`src/rtl/seq_divider_pkg.sv`:
```
// +----------------------------------------------------------------------------+
// | seq_divider_pkg : shared state encoding and sizing for the iterative divider|
// | Revision: 1.0                                                              |
// +----------------------------------------------------------------------------+
`default_nettype none

package seq_divider_pkg;

  localparam int DIV_XLEN = 64;

  typedef enum logic [1:0] {
    IDLE = 2'd0,
    CALC = 2'd1,
    FIX  = 2'd2,
    DONE = 2'd3
  } state_t;

  function automatic int cnt_width(input int xlen);
    return $clog2(xlen);
  endfunction

endpackage

`default_nettype wire

```
`src/rtl/seq_divider_if.sv`:
```
// +----------------------------------------------------------------------------+
// | seq_divider_if : request/response handshake between mul/div unit and divider|
// | Revision: 1.0                                                              |
// +----------------------------------------------------------------------------+
`default_nettype none

interface seq_divider_if #(
  parameter int XLEN = 64
);
  logic            flush;
  logic            in_valid;
  logic            divw;
  logic            div_signed;
  logic [XLEN-1:0] dividend;
  logic [XLEN-1:0] divisor;
  logic            out_ready;
  logic            out_valid;
  logic [XLEN-1:0] quotient;
  logic [XLEN-1:0] remainder;

  modport master (
    output flush, in_valid, divw, div_signed, dividend, divisor,
    input  out_ready, out_valid, quotient, remainder
  );

  modport slave (
    input  flush, in_valid, divw, div_signed, dividend, divisor,
    output out_ready, out_valid, quotient, remainder
  );
endinterface

`default_nettype wire

```
`src/rtl/seq_divider_div_step.sv`:
```
// +----------------------------------------------------------------------------+
// | seq_divider_div_step : one restoring shift / trial-subtract / select step   |
// | Revision: 1.0                                                              |
// +----------------------------------------------------------------------------+
`default_nettype none

module seq_divider_div_step #(
  parameter int XLEN = 64
) (
  input  logic [XLEN-1:0] r,
  input  logic [XLEN-1:0] q,
  input  logic [XLEN-1:0] dmag,
  output logic [XLEN-1:0] r_next,
  output logic [XLEN-1:0] q_next
);
  logic [XLEN:0] w_r_shift;
  logic [XLEN:0] w_diff;

  // r < dmag always holds, so the shifted value stays below 2*dmag and one extra bit suffices
  assign w_r_shift = {r, q[XLEN-1]};
  assign w_diff    = w_r_shift - {1'b0, dmag};

  always_comb begin
    r_next = w_r_shift[XLEN-1:0];
    q_next = {q[XLEN-2:0], 1'b0};
    if (!w_diff[XLEN]) begin
      r_next = w_diff[XLEN-1:0];
      q_next = {q[XLEN-2:0], 1'b1};
    end
  end
endmodule

`default_nettype wire

```
`src/rtl/seq_divider.sv`:
```
// +----------------------------------------------------------------------------+
// | seq_divider : radix-2 restoring divider, RV64M div/rem incl. 32-bit W forms |
// | Revision: 1.0                                                              |
// +----------------------------------------------------------------------------+
`default_nettype none

module seq_divider
  import seq_divider_pkg::*;
#(
  parameter int XLEN = DIV_XLEN
) (
  input  logic        clock,
  input  logic        reset,
  seq_divider_if.slave bus
);
  localparam int CNT_W = cnt_width(XLEN);
  localparam int HALF  = XLEN / 2;

  state_t            r_state;
  logic [CNT_W-1:0]  r_cnt;
  logic [XLEN-1:0]   r_r;
  logic [XLEN-1:0]   r_q;
  logic [XLEN-1:0]   r_dmag;
  logic [XLEN-1:0]   r_quot;
  logic [XLEN-1:0]   r_rem;
  logic              r_divw;
  logic              r_q_neg;
  logic              r_r_neg;
  logic              r_special;
  logic              r_out_valid;

  logic [XLEN-1:0]   w_a, w_b, w_a_mag, w_b_mag, w_min;
  logic              w_a_neg, w_b_neg, w_div0, w_ovf;
  logic [XLEN-1:0]   w_r_next, w_q_next, w_q_fix, w_r_fix;

  function automatic logic [XLEN-1:0] sext_half(input logic [XLEN-1:0] v);
    return {{HALF{v[HALF-1]}}, v[HALF-1:0]};
  endfunction

  // Operands are brought to full width first so one magnitude path serves both modes
  assign w_a = bus.divw ? {{HALF{bus.div_signed & bus.dividend[HALF-1]}}, bus.dividend[HALF-1:0]}
                        : bus.dividend;
  assign w_b = bus.divw ? {{HALF{bus.div_signed & bus.divisor[HALF-1]}}, bus.divisor[HALF-1:0]}
                        : bus.divisor;
  assign w_a_neg = bus.div_signed & w_a[XLEN-1];
  assign w_b_neg = bus.div_signed & w_b[XLEN-1];
  assign w_a_mag = w_a_neg ? -w_a : w_a;
  assign w_b_mag = w_b_neg ? -w_b : w_b;
  assign w_min   = bus.divw ? {{(HALF+1){1'b1}}, {(HALF-1){1'b0}}} : {1'b1, {(XLEN-1){1'b0}}};
  assign w_div0  = (w_b == '0);
  assign w_ovf   = bus.div_signed & (w_a == w_min) & (w_b == '1);

  seq_divider_div_step #(.XLEN(XLEN)) u_step (
    .r      (r_r),
    .q      (r_q),
    .dmag   (r_dmag),
    .r_next (w_r_next),
    .q_next (w_q_next)
  );

  // Special cases preload their final values, so only the W-mode extension applies to them
  always_comb begin
    w_q_fix = r_q;
    w_r_fix = r_r;
    if (!r_special) begin
      if (r_q_neg) w_q_fix = -r_q;
      if (r_r_neg) w_r_fix = -r_r;
    end
    if (r_divw) begin
      w_q_fix = sext_half(w_q_fix);
      w_r_fix = sext_half(w_r_fix);
    end
  end

  always_ff @(posedge clock or negedge reset) begin
    if (!reset) begin
      r_state     <= IDLE;
      r_cnt       <= '0;
      r_r         <= '0;
      r_q         <= '0;
      r_dmag      <= '0;
      r_quot      <= '0;
      r_rem       <= '0;
      r_divw      <= 1'b0;
      r_q_neg     <= 1'b0;
      r_r_neg     <= 1'b0;
      r_special   <= 1'b0;
      r_out_valid <= 1'b0;
    end else if (bus.flush) begin
      r_state     <= IDLE;
      r_out_valid <= 1'b0;
    end else begin
      case (r_state)
        IDLE: begin
          r_out_valid <= 1'b0;
          if (bus.in_valid) begin
            r_divw    <= bus.divw;
            r_q_neg   <= w_a_neg ^ w_b_neg;
            r_r_neg   <= w_a_neg;
            r_dmag    <= w_b_mag;
            r_special <= w_div0 | w_ovf;
            if (w_div0) begin
              r_q     <= '1;
              r_r     <= bus.dividend;
              r_state <= FIX;
            end else if (w_ovf) begin
              r_q     <= bus.dividend;
              r_r     <= '0;
              r_state <= FIX;
            end else begin
              // W mode parks the dividend in the upper half so its MSB shifts out first
              r_q     <= bus.divw ? (w_a_mag << HALF) : w_a_mag;
              r_r     <= '0;
              r_cnt   <= bus.divw ? CNT_W'(HALF - 1) : CNT_W'(XLEN - 1);
              r_state <= CALC;
            end
          end
        end
        CALC: begin
          r_r <= w_r_next;
          r_q <= w_q_next;
          if (r_cnt == '0) r_state <= FIX;
          else             r_cnt   <= r_cnt - 1'b1;
        end
        FIX: begin
          r_quot      <= w_q_fix;
          r_rem       <= w_r_fix;
          r_out_valid <= 1'b1;
          r_state     <= DONE;
        end
        DONE: begin
          r_out_valid <= 1'b0;
          r_state     <= IDLE;
        end
        default: begin
          r_out_valid <= 1'b0;
          r_state     <= IDLE;
        end
      endcase
    end
  end

  assign bus.out_ready = (r_state == IDLE);
  assign bus.out_valid = r_out_valid;
  assign bus.quotient  = r_quot;
  assign bus.remainder = r_rem;
endmodule

`default_nettype wire

```
`src/flat_wrapper.sv`:
```
// flat-port wrapper written by rule: the top's interface ports become plain ports
module seq_divider_flat import seq_divider_pkg::*;
#(
  parameter int XLEN = DIV_XLEN
)
  (clock, reset, bus_flush, bus_in_valid, bus_divw, bus_div_signed, bus_dividend, bus_divisor, bus_out_ready, bus_out_valid, bus_quotient, bus_remainder);
  seq_divider_if #(.XLEN(XLEN)) bus_i ();
  input  logic clock;
  input  logic reset;
  input wire logic [$bits(bus_i.flush)-1:0] bus_flush;
  input wire logic [$bits(bus_i.in_valid)-1:0] bus_in_valid;
  input wire logic [$bits(bus_i.divw)-1:0] bus_divw;
  input wire logic [$bits(bus_i.div_signed)-1:0] bus_div_signed;
  input wire logic [$bits(bus_i.dividend)-1:0] bus_dividend;
  input wire logic [$bits(bus_i.divisor)-1:0] bus_divisor;
  output wire logic [$bits(bus_i.out_ready)-1:0] bus_out_ready;
  output wire logic [$bits(bus_i.out_valid)-1:0] bus_out_valid;
  output wire logic [$bits(bus_i.quotient)-1:0] bus_quotient;
  output wire logic [$bits(bus_i.remainder)-1:0] bus_remainder;
  assign bus_i.flush = bus_flush;
  assign bus_i.in_valid = bus_in_valid;
  assign bus_i.divw = bus_divw;
  assign bus_i.div_signed = bus_div_signed;
  assign bus_i.dividend = bus_dividend;
  assign bus_i.divisor = bus_divisor;
  assign bus_out_ready = bus_i.out_ready;
  assign bus_out_valid = bus_i.out_valid;
  assign bus_quotient = bus_i.quotient;
  assign bus_remainder = bus_i.remainder;
  seq_divider #(.XLEN(XLEN)) u_core (.clock(clock), .reset(reset), .bus(bus_i));
endmodule
```
`config.mk`:
```
export PLATFORM = sky130hd
export DESIGN_NAME = seq_divider_flat
export DESIGN_NICKNAME = d
export VERILOG_FILES = /design/src/rtl/seq_divider_pkg.sv /design/src/rtl/seq_divider_if.sv /design/src/rtl/seq_divider_div_step.sv /design/src/rtl/seq_divider.sv /design/src/flat_wrapper.sv
export SDC_FILE = /design/constraint.sdc
export NUM_CORES = 1
export LEC_CHECK = 0
export ABC_AREA = 1
export BUFFER_PORTS_ARGS = -buffer_cell sky130_fd_sc_hd__buf_4
export CAP_MARGIN = 40
export CORE_MARGIN = 3
export CORE_UTILIZATION = 45
export DETAILED_ROUTE_END_ITERATION = 6
export MAX_ROUTING_LAYER = met4
export SLEW_MARGIN = 20
export SYNTH_ARGS = -nofsm -noshare
export SYNTH_HDL_FRONTEND = slang
export SYNTH_SLANG_ARGS = --single-unit
```
`constraint.sdc`:
```
create_clock -name clock -period 8.3 [get_ports clock]
set_input_delay 0.83 -clock clock [delete_from_list [all_inputs] [get_ports clock]]
set_output_delay 0.83 -clock clock [all_outputs]
set_load 0.05 [all_outputs]
```
Word-level counts from Yosys, hierarchy flattened
Index checks and enable logic that the tools add are counted.

$add $sub $neg: 6. Equal/unequal tests: 11. Muxes and demuxes: 35. Bitwise gates (word level): 9. Reduce and logical (&&, ||, !) cells: 11.

Operators with widths (count): 64-bit 2-to-1 mux (17); 64-bit negation (4); 64-bit one-hot mux with 2 select lines (2); 65-bit by 64-bit subtractor with 65-bit output (1); 64-bit == test (1); 64-bit == test, second input constant (1); 64-bit zero test (1); 63-bit 2-to-1 mux (1); 6-bit 2-to-1 mux (5); 6-bit one-hot mux with 2 select lines (1); 2-bit 2-to-1 mux (5); 2-bit != test, second input constant (4); 2-bit one-hot mux with 4 select lines (1); 1-bit AND (6); 6-bit zero test (1); 3-bit AND reduction (2); 6-bit AND reduction (1); 6-bit by 1-bit subtractor with 6-bit output, second input constant (1); 2-bit == test, second input constant (2); 2-bit AND reduction (2); 3-bit by 2-bit != test with 1-bit output, second input constant (1); 3-bit != test, second input constant (1); 3-bit nonzero test (1); 2-bit by 1-bit == test with 1-bit output, second input constant (1); 8 further kinds (9).

Register bits after elaboration: 333. Bits of input ports: 134. Output and inout port bits: 130. Word-level logic and storage cells: 84.

Logic depth before layout (Yosys ltp)
Word-level depth: 10. Depth in mapped cells: 20. Mapped depth without buffers: 19.

By module
Synthesis repeated with hierarchy kept, for this count alone.

Cells, all modules: 5410. Area total of the unflattened synthesis: 31591.5 um2.

Modules (own cells, without submodules): seq_divider (times used 1, cells an instance 3743, area an instance 23894.2 um2, seq. area each 8333.0 um2); seq_divider_div_step (times used 1, cells an instance 1667, area an instance 7697.4 um2, seq. area each 0.0 um2).

Worst setup path after synthesis
OpenSTA, ideal clock, no wires.

Kind: input-to-reg. From: input port bus_divisor[0]. To: register u_core.r_dmag[54]. Setup time: 0.130 ns. Arrival time: 2.595 ns. Data required time: 8.170 ns. Setup slack: 5.575 ns. Cell stages on the path: 11. Path buffers: 0. Cells stage by stage: inv_1 -> ha_1 -> nand3_1 -> nor2_1 -> nand4_1 -> nor3_1 -> nand3_1 -> o21ai_1 -> o211ai_1 -> nand3_1 -> o21ai_0.

Cells in the longest elaborated chain, start to end: 3.

Ends and longest elaborated chain: from (decl) (line flat_wrapper.sv:15) `input wire logic [$bits(bus_i.divisor)-1:0] bus_divisor;`; 64-bit 2-to-1 mux (line seq_divider.sv:43) `assign w_b = bus.divw ? {{HALF{bus.div_signed & bus.divisor[HALF-1]}}, bus.divisor[HALF-1:0]}`; 64-bit negation (line seq_divider.sv:48) `assign w_b_mag = w_b_neg ? -w_b : w_b;`; 64-bit 2-to-1 mux (line seq_divider.sv:48); to (signal assigned) (line seq_divider.sv:100) `r_dmag <= w_b_mag;`; to (decl) (line seq_divider.sv:23) `logic [XLEN-1:0] r_dmag;`.

No other way between the ends. A chain may end at the register's enable or synchronous reset.

Final worst setup path
From: input port bus_divw. To: register u_core.r_cnt[5].

Cells in the longest elaborated chain, start to end: 6. Elaborated cells on any way between the ends: 16. Those cells by class: eq/ne (4); mux (8); bitwise (2); reduce/logical (2).

Ends and longest elaborated chain: from (decl) (line flat_wrapper.sv:12) `input wire logic [$bits(bus_i.divw)-1:0] bus_divw;`; 64-bit 2-to-1 mux or 63-bit 2-to-1 mux (tied branches) (line seq_divider.sv:41, seq_divider.sv:49); 64-bit == test (line seq_divider.sv:51) `assign w_ovf = bus.div_signed & (w_a == w_min) & (w_b == '1);`; 1-bit AND (2 in a row) (line seq_divider.sv:51); 2-bit != test (no source line); 6-bit AND reduction (no source line); to (signal assigned) (line seq_divider.sv:114) `r_cnt <= bus.divw ? CNT_W'(HALF - 1) : CNT_W'(XLEN - 1);`; to (signal assigned) (line seq_divider.sv:123) `else r_cnt <= r_cnt - 1'b1;`; to (decl) (line seq_divider.sv:20) `logic [CNT_W-1:0] r_cnt;`.

Several ways; a longest one is shown, not always the timed one. The select of a mux whose other input is x is not followed.

==> impl_metrics.json <==
{
  "synth_top_flop_cell": "dfrtp_1",
  "dieHeight_um": 270,
  "tightest_slew_ns": 1.03,
  "synth-edff-count": 0,
  "status": "completed",
  "final_common_cell": "nand2_1",
  "cp.required_ns": 8.74,
  "grt_max_degree": 150,
  "crit_slowest_cell": "nor2_1",
  "grt_pass1_vias": 33642,
  "fin_area_um2": 35900,
  "coreArea_um2": 68800,
  "root_buffer": "clkbuf_16",
  "multiInputGateArea_um2": 19100,
  "port_buffers": 263,
  "fin_skew_ns": 0.0350,
  "fin_crit_sh_pct": 52.3,
  "cap_violations": 0,
  "r2r_start": "u_core.r_q[63]",
  "crit_buf_inv": 5,
  "post_synth.cell_area_avg_um2": 5.71,
  "r2r_cells": 19,
  "yosysUniqueCellTypes": 43,
  "worstPathCellList": "buf_4 -> inv_2 -> buf_4 -> buf_16 -> nand2_1 -> nand2_1 -> nor2_1 -> nand3_1 -> nor2_1 -> nand2_1 -> nor2_2 -> nand3_2 -> buf_4 -> nand2_1 -> nand2_1 -> nand3b_1 -> o21ai_0",
  "placed_cell_area_um2": 34300,
  "timing.rr.end": "u_core.r_r[53]",
  "total_power_mw": 17.2,
  "cts.clk_slew.worst_paths_ns": 0.06,
  "critical_path_class": "in2reg",
  "post_cts_resize_count": 0,
  "syn-num-nets": 5713,
  "dieArea_um2": 73000,
  "clk_latency_ns": 0.60,
  "r2r_slack_ns": 4.13,
  "power_density_nw_per_um2": 479,
  "cts_buffer_depth": 3,
  "num_vias": 37045,
  "grt_pass1_wl_um": 213000,
  "vias_per_cell": 5.57,
  "start_util_pct": 45.6,
  "fin_crit_ns": 4.34,
  "first_iter_violations": 4706,
  "dpl.hpwl_um": 116000,
  "row_count": 96,
  "ys_ff_latch": 333,
  "finalHoldViolCount": 0,
  "postSynth.asyncResetShare_pct": 100,
  "clock-sinks": 333,
  "finalSetupViolCount": 0,
  "critPathTopFamily": "simple AND/OR/NAND/NOR gates",
  "leakagePower_nw": 19.5,
  "hold_path.class": "in2async",
  "antenna_found_initial": 4,
  "regArea_um2": 8330,
  "max_freq_mhz": 230,
  "first_pass_iters": 6,
  "drive_gt1_share_pct": 7.62,
  "wl_um": 144000,
  "globalplace.congestion": 1.08,
  "ioPinCount": 264,
  "ant_nets": 0,
  "setup_tns_ns": 0,
  "critPathLaunchType": "input port",
  "layout_common_cells": "1,827 x nand2_1, 868 x inv_1, 613 x nor2_1, 507 x nand3_1, 333 x dfrtp_1",
  "htree_levels": 2,
  "ir_drop_uv": 309,
  "track_usage_pct": 39.3,
  "worst_ep_arrival_time_ns": 4.79,
  "path_max_fanout": 61,
  "slew_violations": 0,
  "die_w_um": 270,
  "syn_to_final_growth_pct": 14.3,
  "synth_area_um2": 31400,
  "wl_per_cell_um": 21.6,
  "synth_warnings": 0,
  "cts_tree": "done",
  "cts_hold_buf": 0,
  "numCtsBuffers": 43,
  "post_cts_buffers": 0,
  "grt_overflow": 0,
  "path_common_cell": "nand2_1",
  "fillerInstances": 7510,
  "rsz0062_at_grt": "false",
  "drc": 0,
  "cpPeakStageDelay_ns": 0.61,
  "synth-seq-area-share_pct": 26.5,
  "slew_headroom_pct": 31.5,
  "syn-instance-count": 5504,
  "crit_path_end_kind": "register",
  "nNetsFinal": 5889
}
through the flow:
stage | utilization (%) | std cells | setup slack [ns] | hold slack (ns)
floorplan | - | 5504 | 5.58 | 0.449
global placement | 49.6 | 6553 | 3.55 | 0.463
detailed placement | 49.8 | 6561 | 3.57 | 0.468
CTS | 52.0 | 6637 | 4.17 | 0.122
global route | 52.2 | 6645 | 3.79 | 0.146
finish | 52.2 | 6646 | 3.96 | 0.124
cell usage after synthesis, drive strengths merged (4+ instances only):
cell,instances,area (um^2)
nand2,1828,6860
inv,886,3330
nor2,625,2370
nand3,510,2570
dfrtp,333,8330
o21ai,304,1530
a21oi,298,1490
nand4,137,857
clkbuf,129,484
xor2,127,1110
ha,74,926
nor3,67,335
buf,49,256
o22ai,18,113
or2,17,106
xnor2,17,149
nand3b,16,120
nor4,11,68.8
a31oi,10,62.6
o31ai,10,75.1
o211ai,8,60.1
clkinv,6,22.5
and3,5,31.3
o21a,4,30.0
o21bai,4,30.0
worst max path at each step:
stage | start | endpoint | slack [ns] | depth (start not counted)
final | bus_divw | u_core.r_cnt[5] | 3.96 | 17
after global routing | u_core.r_q[63] | u_core.r_r[19] | 3.79 | 20
after CTS | bus_divw | u_core.r_cnt[3] | 4.17 | 17
after detailed placement | bus_divw | u_core.r_cnt[5] | 3.57 | 17
after global placement | bus_divw | u_core.r_cnt[3] | 3.55 | 16
after floorplan | bus_divisor[0] | u_core.r_dmag[54] | 5.58 | 11
cell type report:
class	count	area share, %
Clock buffer	54	3.28
Multi-Input combinational cell	4101	53.1
Antenna cell	4	0.0279
Tap cell	931	3.24
Sequential cell	333	23.2
Inverter	892	9.33
Timing Repair Buffer	309	6.86
Clock inverter	22	0.986
power by group:
group | switching (mW) | internal, mW | total, mW | leakage, nW
logic | 8.32 | 3.40 | 11.7 | 14.7
clock network | 0.800 | 1.26 | 2.06 | 0.757
registers | 1.00 | 2.42 | 3.42 | 4.00
total | 10.1 | 7.08 | 17.2 | 19.5
cell families (layout without fill, tap and decap cells):
family | Yosys count | after routing | share of synthesized area [%]
simple gates | 3222 | 3222 | 42.5
buf+inv | 1070 | 1277 | 13.0
compound gates | 659 | 659 | 10.9
flops | 333 | 333 | 26.5
xor+xnor | 144 | 144 | 4.01
fa+ha+maj | 75 | 75 | 3.01
mux | 1 | 1 | 0.0319
other cells | 0 | 4 | 0
sequential cells by signal, indices dropped and copies added, names as in the netlist:
name	count
u_core.r_special	1
u_core.r_divw	1
u_core.r_r_neg	1
u_core.bus.remainder	64
u_core.r_q	64
u_core.r_dmag	64
u_core.bus.out_valid	1
u_core.r_cnt	6
u_core.r_r	64
u_core.r_state	2
u_core.bus.quotient	64
u_core.r_q_neg	1
layer usage:
metal | vias to the layer above | wire length (um) | global-route usage, %
li1 | 17652 | - | -
met4 | 0 | 6410 | 15.0
met5 | - | 0 | -
met1 | 17238 | 64200 | 56.9
met2 | 1878 | 58800 | 55.5
met3 | 277 | 14200 | 5.34
Note: power is estimated with default switching activity, not from simulation.
